==> config.mk <==
export PLATFORM = sky130hd
export DESIGN_NAME = not_gate_32bit
export DESIGN_NICKNAME = d
export VERILOG_FILES = /design/src/rtl/not_gate_32bit.sv
export SDC_FILE = /design/constraint.sdc
export NUM_CORES = 1
export LEC_CHECK = 0
export ABC_CLOCK_PERIOD_IN_PS = 1000
export BUFFER_PORTS_ARGS = -buffer_cell sky130_fd_sc_hd__buf_2
export CORE_UTILIZATION = 42
export DETAILED_ROUTE_END_ITERATION = 12
export PLACE_DENSITY = 0.84
export SYNTH_ARGS = -nofsm -noshare
export SYNTH_HDL_FRONTEND = slang
export SYNTH_SLANG_ARGS = --single-unit
==> constraint.sdc <==
create_clock -name clk -period 1 [get_ports clk]
set_input_delay 0.15 -clock clk [delete_from_list [all_inputs] [get_ports clk]]
set_output_delay 0.15 -clock clk [all_outputs]
set_load 0.01 [all_outputs]
==> src/rtl/not_gate_32bit.sv <==
`default_nettype none
// ============================================================================
// Module   : not_gate_32bit
// Purpose  : 32-bit bitwise inverter for the ALU logic unit. Provides a
//            combinational result Y = ~A, plus a registered copy Y_q with a
//            valid strobe for pipelined result muxing.
// Options  : NOT_GATE_32BIT_FLAGS_EN - when defined, registered zero/ones/
//            popcount flags of ~A are produced alongside Y_q; otherwise the
//            flag outputs are tied to 0 and no flag logic exists.
// Revision : 1.0 - initial release
// ============================================================================
module not_gate_32bit #(
    parameter int WIDTH = 32,
    parameter int CNT_W = 6
) (
    output logic [WIDTH-1:0] Y,
    input  logic [WIDTH-1:0] A,
    input  logic             clk,
    input  logic             rst_n,
    input  logic             in_valid,
    output logic [WIDTH-1:0] Y_q,
    output logic             out_valid,
    output logic             zero_q,
    output logic             ones_q,
    output logic [CNT_W-1:0] pop_q
);

    // Inverted operand, shared by the combinational output and the capture path.
    logic [WIDTH-1:0] inv_a;

    assign inv_a = ~A;
    assign Y     = inv_a;

    // Result register: capture ~A on in_valid, hold otherwise; valid is a one-cycle strobe.
    always_ff @(posedge clk) begin
        if (!rst_n) begin
            Y_q       <= '0;
            out_valid <= 1'b0;
        end else if (in_valid) begin
            Y_q       <= inv_a;
            out_valid <= 1'b1;
        end else begin
            out_valid <= 1'b0;
        end
    end

`ifdef NOT_GATE_32BIT_FLAGS_EN
    // Flags are derived from the value being captured, not from the old Y_q,
    // so they line up with Y_q in the same cycle.
    logic [CNT_W-1:0] pop_next;

    // Population count of the inverted operand.
    always_comb begin
        pop_next = '0;
        for (int i = 0; i < WIDTH; i++) begin
            pop_next = pop_next + CNT_W'(inv_a[i]);
        end
    end

    // Flag registers track Y_q: loaded on capture, held otherwise.
    always_ff @(posedge clk) begin
        if (!rst_n) begin
            zero_q <= 1'b0;
            ones_q <= 1'b0;
            pop_q  <= '0;
        end else if (in_valid) begin
            zero_q <= (pop_next == '0);
            ones_q <= (pop_next == CNT_W'(WIDTH));
            pop_q  <= pop_next;
        end
    end
`else
    assign zero_q = 1'b0;
    assign ones_q = 1'b0;
    assign pop_q  = '0;
`endif

endmodule
`default_nettype wire

# Yosys cells after proc, flatten, opt, wreduce, memory -nomap -nowiden
# Cells that the tools add are included.
[op_classes]
mux = 1
bitwise_logic = 1
[op_table]
columns = ["operator", "count"]
rows = [
  ["$not A32 Y32", 1],
  ["$mux W1", 1],
]
[totals]
regBits = 33
in_bits = 35
output_inout_bits = 73
word_cells = 4

# Longest topological paths before layout
[depth]
depth_word = 1
mapped_depth = 4
mapped_depth_nobuf = 2

# Least setup slack after synthesis
# Ideal clock, no wire load.
[synth_timing]
kind = "input to register"
startpoint = "input port in_valid"
endpoint = "register Y_q[24]"
setup_time_ps = 116
t_arrival_ps = 599
required_ps = 884
slack_ps = 285
cell_stages = 3
path_buffers = 2
cell_sequence = "buf_6 buf_6 o211a_1"
[synth_rtl]
columns = ["item", "line", "rtl"]
rows = [
  ["from (decl)", "20", "input logic in_valid,"],
  ["to (signal assigned)", "40", "Y_q <= inv_a;"],
  ["to (decl)", "21", "output logic [WIDTH-1:0] Y_q,"],
]
# No word-level cell between the ends.

# Worst setup path after layout
[layout_timing]
startpoint = "register Y_q[7]"
endpoint = "output port Y_q[7]"
# No word-level cell between the ends.

==> flow_metrics.env <==
export IMPL_whs_ps=80.67
export IMPL_grt_max_degree=34
export IMPL_finalHoldViolCount=0
export IMPL_cp_top_family="flip-flops"
export IMPL_tightestPinTransition_ps=544.3
export IMPL_antennaDiodeCount=0
export IMPL_maxCapViolCount=0
export IMPL_cp_end_kind="output pin"
export IMPL_insertion_delay_ps=320
export IMPL_track_usage_pct=15.78
export IMPL_post_route_drc_count=0
export IMPL_die_area_sq_um=3528
export IMPL_grt_pass1_vias=983
export IMPL_finalSetupViolCount=0
export IMPL_antenna_found_initial=0
export IMPL_hold_buffers=0
export IMPL_drive_gt1_share_pct=49.39
export IMPL_cts_clk_slew_worst_paths_ps=100
export IMPL_initial_core_util_pct=44.96
export IMPL_chipHeight_microns=59.40
export IMPL_syn_to_final_growth_pct=38.52
export IMPL_grt_util_met1_pct=18.33
export IMPL_wl_per_cell_microns=9.670
export IMPL_drtPass1Iterations=4
export IMPL_crit_fanout=2
export IMPL_cp_required_ps=850
export IMPL_ys_seq_elements=33
export IMPL_cts_post_setup_buffers_inserted=0
export IMPL_p_int_w=0.001929
export IMPL_cts_sinks=33
export IMPL_netlist_instances=150
export IMPL_cts_buffers_inserted=5
export IMPL_slew_headroom_pct=63.71
export IMPL_finClkSkew_ps=0
export IMPL_gp_congestion=0.7076
export IMPL_htree_levels=2
export IMPL_clockRootBuffer="clkbuf_4"
export IMPL_path_buf_inv=1
export IMPL_critical_path_cell_chain="buf_2"
export IMPL_power_density_nw_per_um2=1388
export IMPL_die_x_microns=59.40
export IMPL_cpMaxStageDelayCell="dfxtp_1"
export IMPL_peakVddDrop_v=0.0009740
export IMPL_yosys_warnings=0
export IMPL_post_route_period_util_pct=96.01
export IMPL_min_path_cells=3
export IMPL_path_class="reg2out"
export IMPL_gr_usage_met2_pct=25.04
export IMPL_fp_row_count=20
export IMPL_sw_frac_of_total_pct=27.47
export IMPL_grt_util_met3_pct=5.459
export IMPL_rr_worst_depth=1
export IMPL_ioPinCount=108
export IMPL_setup_tns_final_ps=0
export IMPL_seq_area_frac_synth_pct=47.74
export IMPL_fmax_ghz=1.042
export IMPL_grt_pass1_wl_mm=4.084
export IMPL_cp_slowest_stage_delay_ps=360
export IMPL_dp_cells=283
export IMPL_grt_busiest_layer="met2"
export IMPL_vias=1288
export IMPL_power_share_clock_pct=25.4
export IMPL_power_frac_comb_pct=19.9
export IMPL_core_area_sq_um=3078
export IMPL_io_buffers=99
export IMPL_period_needed_ps=960.1
export IMPL_start_kind="flop"
export IMPL_syn_area_sq_um=1384
export IMPL_num_nets_final=281
export IMPL_leakage_nw=1.341
export IMPL_status="finished clean"
export IMPL_grt_remaining_overflow=0
export IMPL_hp_class="in2reg"
export IMPL_synth_cell_type_count=10
export IMPL_drv_slew=0
export IMPL_cp_depth=1
export IMPL_rsz0062_at_grt="no"
export IMPL_avgViaCountPerCell=4.426
export IMPL_final_instance_count_excl_fill=291
export IMPL_initialDrtViolationCount=67
export IMPL_postRouteAntennaNets=0
export IMPL_worstPathArrival_ps=810
export IMPL_drt_total_wl_mm=2.814
export IMPL_dp_hpwl_mm=2.043
export IMPL_clk_path_buf_depth=2
export IMPL_cts_tree="done"
export IMPL_syn_avg_cell_area_sq_um=9.226
export IMPL_p_sw_w=0.0007306
export IMPL_seq_power_share_pct=54.8
-- registers in the layout (all words and copies together) (netlist names) --
register / cells
Y_q: 32
out_valid: 1
-- through the flow --
step                      cell area (sq um)  power, W  setup WS (ps)  util [%]
after floorplan                        1410  0.001794          285.2         -
after global placement                 1848  0.001998          97.51     60.04
after detailed placement               1848  0.002012          80.78     60.04
after CTS                              1899  0.002693          22.57     61.71
after global routing                   1917  0.002827         0.8277     62.28
final                                  1917  0.002660          39.87     62.28
-- layer usage --
layer / wire length (microns) / vias to the layer above / part of all wire, %
met5: 0 / - / 0
met1: 1192 / 565 / 42
met2: 1317 / 70 / 47
li1: - / 648 / -
met4: 36 / 0 / 1.3
met3: 267 / 5 / 9.5
-- power groups by stage --
stage | clock (W) | sequential [W] | combinational [W]
finish | 0.000675 | 0.00146 | 0.000528
global route | 0.000772 | 0.00147 | 0.000587
CTS | 0.000709 | 0.00145 | 0.000535
detailed placement | 0 | 0.00148 | 0.000533
global placement | 0 | 0.00148 | 0.000523
floorplan | 0 | 0.00152 | 0.000271
-- synth_stat cells (all sizes together) --
cell,number,area [sq um]
and2,1,6.260
buf,18,147.6
clkbuf,1,5.000
conb,1,3.750
dfxtp,33,660.6
inv,32,120.1
nand2,32,120.1
o211a,32,320.3
-- path summary, 6_finish.rpt --
| path | slack [ps] | from | endpoint |
|---|---|---|---|
| hold / removal | 80 | A[12] | Y_q[12]$_SDFFE_PN0P_ |
| hold reg to reg | 480 | Y_q[4]$_SDFFE_PN0P_ | Y_q[4]$_SDFFE_PN0P_ |
| setup reg to reg | 360 | Y_q[10]$_SDFFE_PN0P_ | Y_q[10]$_SDFFE_PN0P_ |
| setup / recovery | 40 | Y_q[7]$_SDFFE_PN0P_ | Y_q[7] |
-- cells in the final DEF, fill, tap and decap left out --
cell type / count
buf_2: 99
inv_1: 32
nand2_1: 32
o211a_1: 32
dfxtp_1: 19
dfxtp_2: 14
conb_1: 8
clkbuf_4: 5
clkinv_2: 2
buf_12: 2
and2_1: 1
clkbuf_1: 1
-- cell families (layout without fill, tap and decap cells) --
family / count (synthesis) / after routing / synth area share, %
and+or+nand+nor: 33 / 33 / 9.133
AOI/OAI and AO/OA: 32 / 32 / 23.15
DFF: 33 / 33 / 47.74
buffers and inverters: 51 / 141 / 19.71
other: 1 / 8 / 0.2710
-- final cells by class --
class | instances | area [sq um]
Timing Repair Buffer | 101 | 535.5
Multi-Input combinational cell | 73 | 476.7
Inverter | 32 | 120.1
Fill cell | 281 | 1161
Sequential cell | 33 | 678.2
Tap cell | 44 | 55.05
Clock inverter | 2 | 10.01
Clock buffer | 6 | 41.29
-- what timing repair did --
item / CTS / global route
resized for setup: 0 / 14
endpoints found under the hold margin: 0 / 0
setup endpoints to repair: 0 / 14
(Power assumes the default switching activity.)
